**config.mk**
```make
export PLATFORM = sky130hd
export DESIGN_NAME = poly_seq
export DESIGN_NICKNAME = d
export VERILOG_FILES = /design/src/rtl/poly_pkg.sv /design/src/rtl/poly_alu.sv /design/src/rtl/poly_seq.sv
export SDC_FILE = /design/constraint.sdc
export NUM_CORES = 1
export LEC_CHECK = 0
export BUFFER_PORTS_ARGS = -buffer_cell sky130_fd_sc_hd__clkbuf_2
export CORE_MARGIN = 2
export CORE_UTILIZATION = 68
export CTS_CLUSTER_DIAMETER = 120
export CTS_CLUSTER_SIZE = 8
export DETAILED_ROUTE_END_ITERATION = 7
export PLACE_DENSITY = 0.93
export SYNTH_ARGS = -nofsm -noshare
export SYNTH_HDL_FRONTEND = slang
export SYNTH_SLANG_ARGS = --single-unit
export TNS_END_PERCENT = 30
```
**constraint.sdc**
```tcl
create_clock -name clk -period 17.7 [get_ports clk]
set_clock_uncertainty 0.1 [all_clocks]
set_input_delay 2.655 -clock clk [delete_from_list [all_inputs] [get_ports clk]]
set_output_delay 2.655 -clock clk [all_outputs]
set_load 0.1 [all_outputs]
```
**src/rtl/poly_pkg.sv**
```systemverilog
// Shared types and sizing for the poly_seq polynomial sequencer.
// POLY_SEQ_CUBIC_EN selects the cubic form (five operands, six ALU steps).
package poly_pkg;

    localparam int unsigned DATA_W = 8;
    localparam int unsigned CNT_W  = 3;

`ifdef POLY_SEQ_CUBIC_EN
    localparam int unsigned N_OPERANDS = 5;
    localparam int unsigned N_STEPS    = 6;
`else
    localparam int unsigned N_OPERANDS = 4;
    localparam int unsigned N_STEPS    = 4;
`endif

    typedef enum logic [1:0] {
        LOAD = 2'd0,
        CALC = 2'd1,
        DONE = 2'd2
    } state_e;

    typedef enum logic {
        OP_ADD = 1'b0,
        OP_MUL = 1'b1
    } alu_op_e;

    typedef enum logic [1:0] {
        SEL_X = 2'd0,
        SEL_B = 2'd1,
        SEL_C = 2'd2,
        SEL_D = 2'd3
    } opnd_sel_e;

    // Horner schedule: even steps multiply by X, odd steps add the next coefficient.
    function automatic alu_op_e step_op(input logic [CNT_W-1:0] step);
        return step[0] ? OP_ADD : OP_MUL;
    endfunction

    function automatic opnd_sel_e step_sel(input logic [CNT_W-1:0] step);
        case (step)
            3'd1:    return SEL_B;
            3'd3:    return SEL_C;
            3'd5:    return SEL_D;
            default: return SEL_X;
        endcase
    endfunction

endpackage

```
**src/rtl/poly_alu.sv**
```systemverilog
// Combinational 8-bit add/multiply with overflow flag for the poly_seq accumulator.
module poly_alu
    import poly_pkg::*;
(
    input  alu_op_e           i_op,
    input  opnd_sel_e         i_sel,
    input  logic [DATA_W-1:0] i_acc,
    input  logic [DATA_W-1:0] i_x,
    input  logic [DATA_W-1:0] i_b,
    input  logic [DATA_W-1:0] i_c,
    input  logic [DATA_W-1:0] i_d,
    output logic [DATA_W-1:0] o_res,
    output logic              o_ovf
);

    logic [DATA_W-1:0]   w_opnd;
    logic [DATA_W:0]     w_sum;
    logic [2*DATA_W-1:0] w_prod;

    // Second operand selection
    always_comb begin
        w_opnd = {DATA_W{1'b0}};
        case (i_sel)
            SEL_X:   w_opnd = i_x;
            SEL_B:   w_opnd = i_b;
            SEL_C:   w_opnd = i_c;
            SEL_D:   w_opnd = i_d;
            default: w_opnd = {DATA_W{1'b0}};
        endcase
    end

    assign w_sum  = {1'b0, i_acc} + {1'b0, w_opnd};
    assign w_prod = {{DATA_W{1'b0}}, i_acc} * {{DATA_W{1'b0}}, w_opnd};

    // Result truncation and overflow detection
    always_comb begin
        o_res = {DATA_W{1'b0}};
        o_ovf = 1'b0;
        case (i_op)
            OP_ADD: begin
                o_res = w_sum[DATA_W-1:0];
                o_ovf = w_sum[DATA_W];
            end
            OP_MUL: begin
                o_res = w_prod[DATA_W-1:0];
                o_ovf = |w_prod[2*DATA_W-1:DATA_W];
            end
            default: begin
                o_res = {DATA_W{1'b0}};
                o_ovf = 1'b0;
            end
        endcase
    end

endmodule

```
**src/rtl/poly_seq.sv**
```systemverilog
// Handshaked polynomial evaluator (Horner form, one ALU op per cycle).
// POLY_SEQ_CUBIC_EN adds the D coefficient and the cubic term.
module poly_seq
    import poly_pkg::*;
(
    input  logic              clk,
    input  logic              resetn,
    input  logic              in_valid,
    output logic              in_ready,
    input  logic [DATA_W-1:0] in_data,
    input  logic              abort,
    output logic              out_valid,
    input  logic              out_ready,
    output logic [DATA_W-1:0] out_data,
    output logic              ovf,
    output logic              busy
);

    state_e            r_state, w_state_nxt;
    logic [CNT_W-1:0]  r_opnd_cnt, w_opnd_cnt_nxt;
    logic [CNT_W-1:0]  r_step, w_step_nxt;
    logic              r_in_ready, r_out_valid, r_busy, r_ovf;
    logic [DATA_W-1:0] r_acc, r_b, r_c, r_x, r_out_data;
    logic [DATA_W-1:0] w_d, w_alu_res;
    logic              w_alu_ovf, w_in_hs, w_last_opnd, w_last_step;
    alu_op_e           w_op;
    opnd_sel_e         w_sel;

`ifdef POLY_SEQ_CUBIC_EN
    logic [DATA_W-1:0] r_d;
    assign w_d = r_d;
`else
    assign w_d = {DATA_W{1'b0}};
`endif

    assign w_in_hs     = in_valid && (r_state == LOAD);
    assign w_last_opnd = (r_opnd_cnt == CNT_W'(N_OPERANDS - 1));
    assign w_last_step = (r_step == CNT_W'(N_STEPS - 1));
    assign w_op        = step_op(r_step);
    assign w_sel       = step_sel(r_step);

    poly_alu u_alu (
        .i_op  (w_op),
        .i_sel (w_sel),
        .i_acc (r_acc),
        .i_x   (r_x),
        .i_b   (r_b),
        .i_c   (r_c),
        .i_d   (w_d),
        .o_res (w_alu_res),
        .o_ovf (w_alu_ovf)
    );

    // Next-state and counter logic; abort overrides every handshake
    always_comb begin
        w_state_nxt    = r_state;
        w_opnd_cnt_nxt = r_opnd_cnt;
        w_step_nxt     = r_step;
        if (abort) begin
            w_state_nxt    = LOAD;
            w_opnd_cnt_nxt = {CNT_W{1'b0}};
            w_step_nxt     = {CNT_W{1'b0}};
        end else begin
            case (r_state)
                LOAD: begin
                    if (w_in_hs && w_last_opnd) begin
                        w_state_nxt    = CALC;
                        w_opnd_cnt_nxt = {CNT_W{1'b0}};
                        w_step_nxt     = {CNT_W{1'b0}};
                    end else if (w_in_hs) begin
                        w_opnd_cnt_nxt = r_opnd_cnt + CNT_W'(1);
                    end else begin
                        w_opnd_cnt_nxt = r_opnd_cnt;
                    end
                end
                CALC: begin
                    if (w_last_step) begin
                        w_state_nxt = DONE;
                        w_step_nxt  = {CNT_W{1'b0}};
                    end else begin
                        w_step_nxt  = r_step + CNT_W'(1);
                    end
                end
                DONE: begin
                    if (out_ready) begin
                        w_state_nxt = LOAD;
                    end else begin
                        w_state_nxt = DONE;
                    end
                end
                default: begin
                    w_state_nxt    = LOAD;
                    w_opnd_cnt_nxt = {CNT_W{1'b0}};
                    w_step_nxt     = {CNT_W{1'b0}};
                end
            endcase
        end
    end

    // State register; handshake/status outputs are registered from the next state
    always_ff @(posedge clk) begin
        if (!resetn) begin
            r_state     <= LOAD;
            r_opnd_cnt  <= {CNT_W{1'b0}};
            r_step      <= {CNT_W{1'b0}};
            r_in_ready  <= 1'b1;
            r_out_valid <= 1'b0;
            r_busy      <= 1'b0;
        end else begin
            r_state     <= w_state_nxt;
            r_opnd_cnt  <= w_opnd_cnt_nxt;
            r_step      <= w_step_nxt;
            r_in_ready  <= (w_state_nxt == LOAD);
            r_out_valid <= (w_state_nxt == DONE);
            r_busy      <= (w_state_nxt == CALC) || (w_state_nxt == DONE);
        end
    end

    // Operand capture, accumulator update and result/overflow registers
    always_ff @(posedge clk) begin
        if (!resetn) begin
            r_acc      <= {DATA_W{1'b0}};
            r_b        <= {DATA_W{1'b0}};
            r_c        <= {DATA_W{1'b0}};
            r_x        <= {DATA_W{1'b0}};
`ifdef POLY_SEQ_CUBIC_EN
            r_d        <= {DATA_W{1'b0}};
`endif
            r_out_data <= {DATA_W{1'b0}};
            r_ovf      <= 1'b0;
        end else if (abort) begin
            r_ovf      <= 1'b0;
        end else if (w_in_hs) begin
            if (w_last_opnd) begin
                r_x <= in_data;
            end else begin
                case (r_opnd_cnt)
                    3'd0: begin
                        r_acc <= in_data;
                        r_ovf <= 1'b0;
                    end
                    3'd1: r_b <= in_data;
                    3'd2: r_c <= in_data;
`ifdef POLY_SEQ_CUBIC_EN
                    3'd3: r_d <= in_data;
`endif
                    default: r_acc <= r_acc;
                endcase
            end
        end else if (r_state == CALC) begin
            r_acc <= w_alu_res;
            if (w_alu_ovf) begin
                r_ovf <= 1'b1;
            end
            if (w_last_step) begin
                r_out_data <= w_alu_res;
            end
        end
    end

    assign in_ready  = r_in_ready;
    assign out_valid = r_out_valid;
    assign out_data  = r_out_data;
    assign ovf       = r_ovf;
    assign busy      = r_busy;

endmodule

```
==> reports/summary.txt <==
Leading area contributor after synthesis -> dfxtp_1
Vias/cell -> 5.84
Die span in y -> 88.2 um
Synth Instances -> 584
Tmin final -> 6.82 ns
Clock Latency Late Sink -> 0.32 ns
Final Hold Viols -> 0
Final HPWL DP -> 8940 um
Crit. End Element -> flop
Tot GR Track Use -> 29.8%
Global-route wire length before repair -> 18300 um
Cell row count -> 30
Yosys reg bits -> 52
Num ports -> 25
Final setup TNS -> 0 ns
Startpoint types -> flop
Worst Path Arrival -> 6.93 ns
Clock Root Buffer -> clkbuf_8
Max-slew headroom -> 44.0%
Nets -> 708
Clock sink count -> 52
Yosys top cell area share -> 21.6%
Grt ovf -> 0
Worst Path Buf+Inv -> 3
DR iter-0 viols -> 162
CTS resizes -> 0
Total power -> 209 uW
H-tree levels -> 2
RePlAce Congestion -> 0.915
Pins Over Slew Limit -> 0
Worst R2R Setup Slack -> 10.88 ns
Antenna fix cells -> 0
Worst path required time -> 17.81 ns
Max Buffers Root-to-Sink -> 2
Post-Route WL -> 11000 um
IO Port Bufs -> 24
Fin crit share -> 38.5%
Vias in the first global route -> 4087
RSZ-0062 raised after global routing -> no
Leak -> 0.00234 uW
Status -> complete, no violations
Crit Path Class -> flop to flop
Most frequent CP cell -> fa_1
Ys async rst share -> 0%
Pin count of the biggest net entering global routing -> 38
Pwr Density -> 40.9 mW/mm^2
Setup violators final -> 0
Crit path cell chain -> ha_1, nor2b_1, a21oi_2, and2_1, nand2_1, o21ai_1, nand2_1, fa_1, fa_1, inv_1, fa_1, inv_1, fa_1, inv_1, ha_1, or3_4, nor2_2, nand3_1, a311o_1, a31o_1, nor3_2, a31oi_1
Drt pass-1 iters -> 5
CTS Buf Count -> 5
Initial antenna violation count -> 0
EDFF count, synth -> 0
Synth Cell Area -> 0.00482 mm^2
Post-CTS setup buffers -> 0
Avg WL per Cell -> 15.7 um
Core Area -> 0.00683 mm^2
Main synth FF type -> dfxtp_1
Delay of the slowest cell on the worst path -> 0.60 ns
Largest cells by area after synthesis -> dfxtp_1 (22%), fa_1 (15%), ha_1 (15%)
Critical path peak fanout -> 20
Max-cap viol count -> 0
TritonCTS clock tree -> done
Fmax -> 0.147 GHz
Worst-path cell with the longest stage delay -> dfxtp_1
Yosys cell types -> 47
Worst VDD drop -> 39.2 uV
Worst-Margin Slew -> 0.840 ns
Starting Density -> 70.6%
CP delay by family, top -> adder cells
Post-synthesis sequential area ratio -> 21.6%
Antenna-violating nets left -> 0
Via Count -> 4074
Drt drc -> 0
Post-synth net total -> 691
Synth Area per Inst -> 8.26 um^2
Min-delay worst type -> flop to flop
Full die area -> 0.00778 mm^2
Fill cell total of the finished layout -> 525
Cts hold-fix bufs -> 0
Area Growth Syn to Fin -> 6.12%
Die X -> 88.2 um
Yosys warns -> 0
Clk pin slew, worst setup/hold paths -> 0.11 ns
Share of cells above drive strength 1 -> 6.81%
-- flip-flops by register name, indices dropped and copies added (netlist names), 2 cells and up --
signal / cells
r_x: 8
r_opnd_cnt: 3
r_step: 3
r_state: 2
r_b: 8
r_c: 8
r_acc: 8
out_data: 8
-- kinds of logic (layout without fill, tap and decap cells) --
kind of cell / count (synthesis) / after routing / share of synthesized area [%]
and+or+nand+nor: 209 / 209 / 21.3
buffers and inverters: 88 / 106 / 6.90
muxes: 20 / 20 / 4.15
xor gates and xnor gates: 12 / 12 / 2.18
adders and majority gates: 94 / 94 / 30.1
AOI/OAI and AO/OA: 109 / 109 / 13.7
DFF: 52 / 52 / 21.6
-- path summary, 6_finish.rpt --
path	startpoint	to	depth (start not counted)
worst max-delay path	r_step[0]$_SDFFE_PP0P_	ovf$_SDFFE_PP0P_	22
worst min register to register	r_c[6]$_SDFFE_PN0P_	r_c[6]$_SDFFE_PN0P_	2
worst min-delay path	r_c[6]$_SDFFE_PN0P_	r_c[6]$_SDFFE_PN0P_	2
worst max register to register	r_step[0]$_SDFFE_PP0P_	ovf$_SDFFE_PP0P_	22
-- where the power goes --
group / switching (uW) / internal, uW
Clock: 44.6 / 29.8
Combinational: 9.28 / 4.50
Sequential: 2.83 / 118
Total: 56.7 / 153
-- metrics by stage --
stage / worst slack, ns / hold slack, ns / instances / util (%) / cell area, um^2
after floorplan: 11.92 / 0.336 / 584 / - / 4820
after global placement: 11.25 / 0.344 / 690 / 73.4 / 5020
after detailed placement: 10.96 / 0.348 / 690 / 73.4 / 5020
after CTS: 10.94 / 0.364 / 698 / 74.9 / 5120
after global routing: 10.48 / 0.387 / 698 / 74.9 / 5120
final: 10.88 / 0.364 / 698 / 74.9 / 5120
-- cell type report --
cell class	count	area [um^2]	share of cell area, %
well taps	96	120	2.35
clock inverters	3	33.8	0.660
flip-flops and latches	52	1040	20.3
inverters	72	270	5.28
repair buffers	26	135	2.64
multi-input cells	444	3450	67.4
clock buffers	5	68.8	1.34
-- cells in the mapped netlist (4+ instances only) --
library cell / n
mux2i_1: 20
nand3_1: 22
xor2_1: 4
a311o_1: 4
a21oi_1: 45
clkbuf_1: 14
a211oi_1: 7
a21o_1: 8
inv_1: 71
o21a_1: 4
nor2b_1: 6
fa_1: 37
ha_1: 57
nand2_1: 63
nor2_1: 43
and2_1: 39
o21ai_0: 17
nor4_1: 6
dfxtp_1: 52
xnor2_1: 8
o21ai_1: 8
nand2b_1: 4
nor3_1: 9
-- tightest hold or removal path: stages (launching register included) --
cell	delay (ns)
dfxtp_1	0.32
nand2_1	0.05
a21oi_1	0.05
-- cell usage in the layout, fill, tap and decap left out, types with 7 or more instances in the layout --
master and count:
inv_1 71, nand2_1 63, ha_1 57, dfxtp_1 52
a21oi_1 45, nor2_1 43, and2_1 39, fa_1 37
clkbuf_2 24, nand3_1 22, mux2i_1 20, o21ai_0 17
nor3_1 9, o21ai_1 8, a21o_1 8, xnor2_1 8
a211oi_1 7
-- routing by layer --
layer,global-route usage [%],share of wire [%]
met1,36.8,42
met3,3.54,4.0
met5,0,0
met2,55.6,53
met4,7.02,0.94
No activity file was read; power rests on OpenSTA's default activity.
